<file path="config.mk">
export PLATFORM = sky130hd
export DESIGN_NAME = md_unit
export DESIGN_NICKNAME = d
export VERILOG_FILES = /design/src/rtl/md_pkg.sv /design/src/rtl/md_div_step.sv /design/src/rtl/md_unit.sv
export SDC_FILE = /design/constraint.sdc
export NUM_CORES = 1
export LEC_CHECK = 0
export BUFFER_PORTS_ARGS = -buffer_cell sky130_fd_sc_hd__buf_2
export CORE_MARGIN = 2
export CORE_UTILIZATION = 58
export CTS_CLUSTER_SIZE = 10
export DETAILED_ROUTE_END_ITERATION = 10
export PLACE_DENSITY = 0.76
export SETUP_SLACK_MARGIN = 0.2
export SKIP_LAST_GASP = 1
export SLEW_MARGIN = 10
export SYNTH_ARGS = -nofsm -noshare
export SYNTH_HDL_FRONTEND = slang
export SYNTH_SLANG_ARGS = --single-unit
</file>
<file path="constraint.sdc">
create_clock -name clk -period 7.9 [get_ports clk]
set_clock_uncertainty 0.2 [all_clocks]
set_input_delay 1.58 -clock clk [delete_from_list [all_inputs] [get_ports clk]]
set_output_delay 1.58 -clock clk [all_outputs]
set_load 0.03 [all_outputs]
</file>
<file path="src/rtl/md_pkg.sv">
// Shared definitions for the iterative multiply/divide unit: op codes, FSM states, default width.
package md_pkg;

  localparam int MD_WIDTH = 32;

  localparam logic [2:0] MD_MULT  = 3'b000;
  localparam logic [2:0] MD_MULTU = 3'b001;
  localparam logic [2:0] MD_DIV   = 3'b010;
  localparam logic [2:0] MD_DIVU  = 3'b011;
  localparam logic [2:0] MD_MTHI  = 3'b100;
  localparam logic [2:0] MD_MTLO  = 3'b101;

  typedef enum logic [1:0] {
    IDLE = 2'd0,
    CALC = 2'd1,
    FIX  = 2'd2
  } md_state_e;

endpackage

</file>
<file path="src/rtl/md_div_step.sv">
// One restoring-division iteration on unsigned magnitudes: shift the remainder/quotient
// pair left by one, try subtracting the divisor, keep the difference if it did not borrow.
module md_div_step
  import md_pkg::*;
#(
  parameter int WIDTH = MD_WIDTH
) (
  input  logic [WIDTH-1:0] rem,
  input  logic [WIDTH-1:0] quo,
  input  logic [WIDTH-1:0] div,
  output logic [WIDTH-1:0] rem_next,
  output logic [WIDTH-1:0] quo_next
);

  logic [WIDTH:0] shifted;
  logic [WIDTH:0] trial;
  logic           fits;

  always_comb begin
    shifted  = {rem, quo[WIDTH-1]};
    trial    = shifted - {1'b0, div};
    // the remainder stays below the divisor, so a borrow always shows up in the top bit
    fits     = ~trial[WIDTH];
    rem_next = fits ? trial[WIDTH-1:0] : shifted[WIDTH-1:0];
    quo_next = {quo[WIDTH-2:0], fits};
  end

endmodule

</file>
<file path="src/rtl/md_unit.sv">
// Iterative HI/LO multiply/divide unit: shift-add multiply and restoring divide on operand
// magnitudes, with signs applied in a single fix-up cycle.
//
// state | meaning
// IDLE  | accepts start; MTHI/MTLO write here, mul/div latch operands
// CALC  | one shift-add or shift-subtract iteration per clock, ITER clocks
// FIX   | apply signs, write hi/lo, raise done for the following cycle
module md_unit
  import md_pkg::*;
#(
  parameter int WIDTH = MD_WIDTH,
  parameter int ITER  = WIDTH
) (
  input  logic             clk,
  input  logic             rst,
  input  logic             start,
  input  logic [2:0]       op,
  input  logic [WIDTH-1:0] a,
  input  logic [WIDTH-1:0] b,
  output logic             busy,
  output logic             done,
  output logic [WIDTH-1:0] hi,
  output logic [WIDTH-1:0] lo
);

  localparam int CW = $clog2(ITER + 1);

  md_state_e          state, state_next;
  logic [CW-1:0]      count;
  logic [2*WIDTH-1:0] acc;
  logic [WIDTH-1:0]   mag_b;
  logic [WIDTH-1:0]   a_hold;
  logic               is_div;
  logic               sign_a;
  logic               sign_b;

  logic               op_signed;
  logic               in_sign_a;
  logic               in_sign_b;
  logic [WIDTH-1:0]   in_mag_a;
  logic [WIDTH-1:0]   in_mag_b;
  logic [WIDTH:0]     mul_sum;
  logic [2*WIDTH-1:0] mul_next;
  logic [WIDTH-1:0]   div_rem_next;
  logic [WIDTH-1:0]   div_quo_next;
  logic [2*WIDTH-1:0] prod_fixed;
  logic [WIDTH-1:0]   quo_fixed;
  logic [WIDTH-1:0]   rem_fixed;

  always_ff @(posedge clk or posedge rst) begin
    if (rst) state <= IDLE;
    else     state <= state_next;
  end

  always_comb begin
    state_next = state;
    busy       = (state != IDLE);
    case (state)
      IDLE:    if (start && !op[2]) state_next = CALC;
      CALC:    if (count == CW'(ITER - 1)) state_next = FIX;
      FIX:     state_next = IDLE;
      default: state_next = IDLE;
    endcase
  end

  // magnitudes are kept as plain WIDTH-bit unsigned values, so the most negative
  // operand maps to 2^(WIDTH-1) without needing an extra bit
  always_comb begin
    op_signed = (op == MD_MULT) || (op == MD_DIV);
    in_sign_a = op_signed & a[WIDTH-1];
    in_sign_b = op_signed & b[WIDTH-1];
    in_mag_a  = in_sign_a ? (~a + 1'b1) : a;
    in_mag_b  = in_sign_b ? (~b + 1'b1) : b;
  end

  always_comb begin
    mul_sum  = {1'b0, acc[2*WIDTH-1:WIDTH]} + (acc[0] ? {1'b0, mag_b} : '0);
    mul_next = {mul_sum, acc[WIDTH-1:1]};
  end

  md_div_step #(.WIDTH(WIDTH)) u_div_step (
    .rem      (acc[2*WIDTH-1:WIDTH]),
    .quo      (acc[WIDTH-1:0]),
    .div      (mag_b),
    .rem_next (div_rem_next),
    .quo_next (div_quo_next)
  );

  always_comb begin
    prod_fixed = (sign_a ^ sign_b) ? (~acc + 1'b1) : acc;
    quo_fixed  = (sign_a ^ sign_b) ? (~acc[WIDTH-1:0] + 1'b1) : acc[WIDTH-1:0];
    rem_fixed  = sign_a ? (~acc[2*WIDTH-1:WIDTH] + 1'b1) : acc[2*WIDTH-1:WIDTH];
  end

  always_ff @(posedge clk or posedge rst) begin
    if (rst) begin
      count  <= '0;
      acc    <= '0;
      mag_b  <= '0;
      a_hold <= '0;
      is_div <= 1'b0;
      sign_a <= 1'b0;
      sign_b <= 1'b0;
      hi     <= '0;
      lo     <= '0;
      done   <= 1'b0;
    end else begin
      done <= 1'b0;
      case (state)
        IDLE: begin
          if (start) begin
            if (op == MD_MTHI) begin
              hi <= a;
            end else if (op == MD_MTLO) begin
              lo <= a;
            end else if (!op[2]) begin
              count  <= '0;
              acc    <= {{WIDTH{1'b0}}, in_mag_a};
              mag_b  <= in_mag_b;
              a_hold <= a;
              is_div <= op[1];
              sign_a <= in_sign_a;
              sign_b <= in_sign_b;
            end
          end
        end
        CALC: begin
          count <= count + CW'(1);
          acc   <= is_div ? {div_rem_next, div_quo_next} : mul_next;
        end
        FIX: begin
          done <= 1'b1;
          if (!is_div) begin
            hi <= prod_fixed[2*WIDTH-1:WIDTH];
            lo <= prod_fixed[WIDTH-1:0];
          end else if (mag_b == '0) begin
            hi <= a_hold;
            lo <= '1;
          end else begin
            hi <= rem_fixed;
            lo <= quo_fixed;
          end
        end
        default: ;
      endcase
    end
  end

endmodule

</file>
Yosys cells after proc, flatten, opt, wreduce, memory -nomap -nowiden. Index checks and enable logic that the tools add are counted.

Input port bits: 70. Flip-flop bits (word level): 204. Logic and storage cells: 92. Memory bits (read-only): 0. Latch bits: 0. Memories: 0. Memory bits (writable): 0. Output and inout bits: 66.

Add/sub/neg operators: 8. Bitwise logic cells: 12. Multiplexer cells: 33. Div/mod/pow operators: 0. $mul: 0. Shifts and indexed selects: 0. Equality and inequality tests: 14. Reductions and logical operators: 14. Order comparisons: 0.

Operators with widths (count): $mux 32 (15); $mux 64 (6); $add 32x1->32 const B (4); $not 32->32 (4); $pmux 32 s2 (2); $pmux 64 s2 (1); $add 64x1->64 const B (1); $not 64->64 (1); $add 32x32->33 (1); $sub 33x32->33 (1); $logic_not 32->1 (1); $mux 6 (4); $ne 2x2->1 const B (8); $pmux 6 s2 (1); $reduce_and 5->1 (2); $add 6x1->6 const B (1); $eq 3x3->1 const B (2); $eq 6x5->1 const B (1); $reduce_bool 2->1 (3); $mux 2 (2); $not 1->1 (4); $pmux 2 s2 (1); $reduce_and 4->1 (1); $eq 3x2->1 const B (1); other kinds (12) (13).

Depth between registers and ports, before layout.
Depth in word-level cells: 9. Mapped depth: 15. Gate-level depth less buffers: 14.

By module. From an unflattened synthesis, not the netlist that was laid out.

Cell total of the unflattened synthesis: 2113. Area, all modules: 17137.7 um^2.

By module, submodules not included: md_unit (instances 1, cells each 1776, sequential area each 5104.9 um^2, area each 14538.9 um^2); md_div_step (instances 1, cells each 337, sequential area each 0.0 um^2, area each 2598.7 um^2).

Worst setup path after synthesis. OpenSTA, ideal clock, no wires.

Path type: input to register. From: input port b[4]. To: register mag_b[28]. Required time: 7.567 ns. Setup time: 0.133 ns. Data arrival time: 3.520 ns. Stages: 9. Buffers on the path: 0. Setup slack: 4.047 ns. Cells stage by stage: or3_1 > nor3b_1 > nand2_1 > nor4_1 > nand2_1 > nor2_1 > a21oi_1 > xnor2_1 > o21ai_0.

Longest elaborated chain between the ends: 3.

Ends and longest elaborated chain: from (decl) (RTL line md_unit.sv:19) `input logic [WIDTH-1:0] b,`; $not 32->32 (RTL line md_unit.sv:73) `in_mag_b = in_sign_b ? (~b + 1'b1) : b;`; $add 32x1->32 (RTL line md_unit.sv:73); $mux 32 (RTL line md_unit.sv:73); to (signal assigned) (RTL line md_unit.sv:119) `mag_b <= in_mag_b;`; to (decl) (RTL line md_unit.sv:31) `logic [WIDTH-1:0] mag_b;`.

No other way between the ends. A chain may end at the register's enable or synchronous reset.

Worst setup path after layout.
From: register acc[31]. To: register acc[61].

Longest elaborated chain between the ends: 4.

Ends and longest elaborated chain: from (decl) (RTL line md_unit.sv:30) `logic [2*WIDTH-1:0] acc;`; from (signal assigned) (RTL line md_unit.sv:118) `acc <= {{WIDTH{1'b0}}, in_mag_a};`; from (signal assigned) (RTL line md_unit.sv:129) `acc <= is_div ? {div_rem_next, div_quo_next} : mul_next;`; $sub 33x32->33 (RTL line md_div_step.sv:21) `trial = shifted - {1'b0, div};`; $mux 32 (RTL line md_div_step.sv:24) `rem_next = fits ? trial[WIDTH-1:0] : shifted[WIDTH-1:0];`; $mux 64 (RTL line md_unit.sv:129); $pmux 64 s2 (RTL line md_unit.sv:109) `case (state)`.

No other way between the ends.

==> impl_metrics.toml <==
[worst_hold_path]
hp-class = "reg2reg"
hold_path_startpoint = "a_hold[22]"

[timing]
finalSetupTns_ns = 0
setup_violations = 0
worst_pin_slew_ns = 1.29
period_share = 0.605
drv_slew = 0
rsz0062_at_grt = "no"
fmax_mhz = 209
relSlewSlack = 0.141
period_needed_ns = 4.78
hold_violations = 0

[route]
vias = 15700
avgRoutedWirePerCell_um = 19.0
drcViolationCount = 0
via_per_inst = 6.21
final_antenna_net_count = 0
routed_wl_um = 48000
dr.pass1.iters = 6
drtIter0Drc = 1752

[synthesis]
syn_nets = 2263
synth-async-reset-ratio = 1.00
ys.flop_type = "dfrtp_1"
synthesis.yosys.warnings = 0
ys_ff_latch = 204
synth_cells = 2122
synth_most_common_cell = "nand2_1"
yosys.area_share.simple = 0.201
synth_compound_area_frac = 0.225
ys_types = 79
synth-adder-area-share = 0.0544
synthTopCellsByArea = "dfrtp_1, nand2_1, o21ai_0"
synthMuxAreaShare = 0.0506
synth_edf_count = 0
netlist_top_cells_count = "nand2_1, o21ai_0, dfrtp_1"
yosys.area.top_type = "dfrtp_1"
avgSynthCellArea_um2 = 7.83
syn-cell-area_mm2 = 0.0166
synth_top_family_by_area = "compound AO/OA/AOI/OAI gates"
yosysSeqAreaShare = 0.307
synth_xor_area_frac = 0.108
synth_top_area_share = 0.307

[floorplan]
io_pins = 136
core-area_mm2 = 0.0280
rows = 61
die_area_mm2 = 0.0300
die_w_um = 173
start_util = 0.593
fp.dieH_um = 173

[setup_path]
rr_startpoint = "acc[31]"
crit_type = "reg2reg"
start_kind = "flop"
crit_family = "simple AND/OR/NAND/NOR gates"
path_buf_inv = 2
critPathMaxFanout = 37
critical_path_required_ns = 8.08
cp-startpoint = "acc[31]"
critPathCaptureType = "flop"
crit_chain = "inv_1 > ha_1 > fa_1 > and2b_1 > o2111ai_1 > and3_1 > or4b_4 > a21oi_1 > a31oi_1 > a311oi_4 > buf_4 > nor2_1 > a222oi_1 > o31ai_1"
cp.arrival_ns = 4.96
cpPeakStageDelay_ns = 0.56
cp_slowest_cell = "or4b_4"

[placed_design]
finalWeightedCongestion = 0.999
placed_cell_area_mm2 = 0.0173
dp.cells = 2496
port-buffer-count = 135
place_hpwl_um = 35000

[final_layout]
seqCellArea_mm2 = 0.00511
fin_cells = 2528
finalNetCount = 2286
n_fill_cell = 2478
n_antenna_cell = 0
area_delta_synth_final_pct = 8.49
drive_gt1_frac = 0.104
final_util = 0.643
multi_input_comb_area_mm2 = 0.0107
postLayoutCellArea_mm2 = 0.0180

[global_route]
grt-ovfl-total = 0
grt_usage = 0.318
grt_pass1_wl_um = 78800
antenna_found_initial = 0
grt_max_degree = 129
grt_pass1_vias = 15000

[job]
cap_violations = 0

[clock_tree]
ctsHoldBuffers = 0
clock_sinks = 204
ctsHtreeMaxLevel = 1
numCtsBuffers = 25
clkTransAtPathRegs_ns = 0.06
post_cts_resized = 0
clk_path_buf_depth = 3
postCtsSetupBuffers = 0
clk_latency_ns = 0.53
cts_tree = "yes"
cts_root_buf = "clkbuf_16"

[status]
status = "finished, final reports clean"

[power]
powerDensity_mw_per_mm2 = 385
vdd_drop_max_uv = 189
p_leak_nw = 7.88
-- registers in the layout (all words and copies together) (netlist names) --
signal and count:
acc 64, state 2, done 1, sign_b 1, hi 32, sign_a 1
lo 32, is_div 1, mag_b 32, count 6, a_hold 32
-- cell families (layout without fill, tap and decap cells) --
group                    after synthesis  count (layout)
adder cells (fa/ha/maj)               71              71
AO/OA/AOI/OAI                        597             597
flip-flops                           204             204
XOR/XNOR                             205             205
buffers and inverters                218             246
AND/OR/NAND/NOR                      743             743
multiplexers                          84              84
-- per-layer routing --
| layer | vias to the layer above | share of wire | track usage |
|---|---|---|---|
| met5 | - | 0 | 0 |
| met4 | 0 | 0.027 | 0.0999 |
| met3 | 96 | 0.080 | 0.0423 |
| met2 | 680 | 0.46 | 0.522 |
| met1 | 7409 | 0.43 | 0.437 |
| li1 | 7510 | - | - |
-- metrics by stage --
step                hold WS [ns]  worst slack [ns]  power [mW]
finish                     0.276              3.12        6.94
global route               0.300              2.96        7.46
CTS                        0.280              3.19        6.85
detailed placement         0.261              3.25        5.79
global placement           0.255              3.26        5.68
floorplan                  0.240             0.553        4.89
-- area by class of cell --
| cell class | count | area share |
|---|---|---|
| Timing Repair Buffer | 150 | 0.0437 |
| Clock inverter | 3 | 0.00236 |
| Tap cell | 378 | 0.0262 |
| Sequential cell | 204 | 0.284 |
| Multi-Input combinational cell | 1700 | 0.594 |
| Inverter | 64 | 0.0137 |
| Clock buffer | 29 | 0.0361 |
-- where the power goes --
part           total, mW  internal [mW]  switching (mW)
clock               1.05          0.604           0.442
sequential          1.93           1.36           0.569
combinational       3.96           1.64            2.32
total               6.94           3.61            3.33
-- cells in the final DEF (no fill, tap or decap), types with 7 or more instances in the layout --
cell type / n
o31ai_1: 26
nor3_1: 34
o21a_1: 11
o41ai_1: 13
or4_1: 11
and2_1: 10
buf_2: 135
a21o_1: 24
o21ai_0: 232
o211ai_1: 39
nand2b_1: 17
nor2b_1: 9
clkbuf_16: 25
a21oi_1: 98
and3_1: 10
xnor2_1: 111
a22oi_1: 16
nor3b_1: 8
nand3_1: 23
nand4_1: 13
xor2_1: 92
mux2i_1: 84
ha_1: 69
nor2_1: 133
dfrtp_1: 203
a32oi_1: 30
o21ai_1: 19
a31oi_1: 24
inv_1: 62
or3_1: 7
buf_4: 15
a211oi_1: 8
nand2_1: 409
nor4_1: 22
-- worst min-delay path, cell delays in order, from the launching register on --
cell and delay [ns]:
dfrtp_1 0.34, nand2_1 0.05, nand2_1 0.05
-- worst paths after layout --
| kind | end | depth (start not counted) | slack (ns) |
|---|---|---|---|
| worst max-delay path | acc[61] | 14 | 3.12 |
| worst min-delay path | a_hold[22] | 2 | 0.28 |
| worst max register to register | acc[61] | 14 | 3.12 |
| worst min register to register | a_hold[22] | 2 | 0.28 |
| max in group asynchronous | a_hold[28] | 3 | 4.97 |
| min in group asynchronous | acc[5] | 2 | 1.03 |
Note: power is estimated with default switching activity, not from simulation.
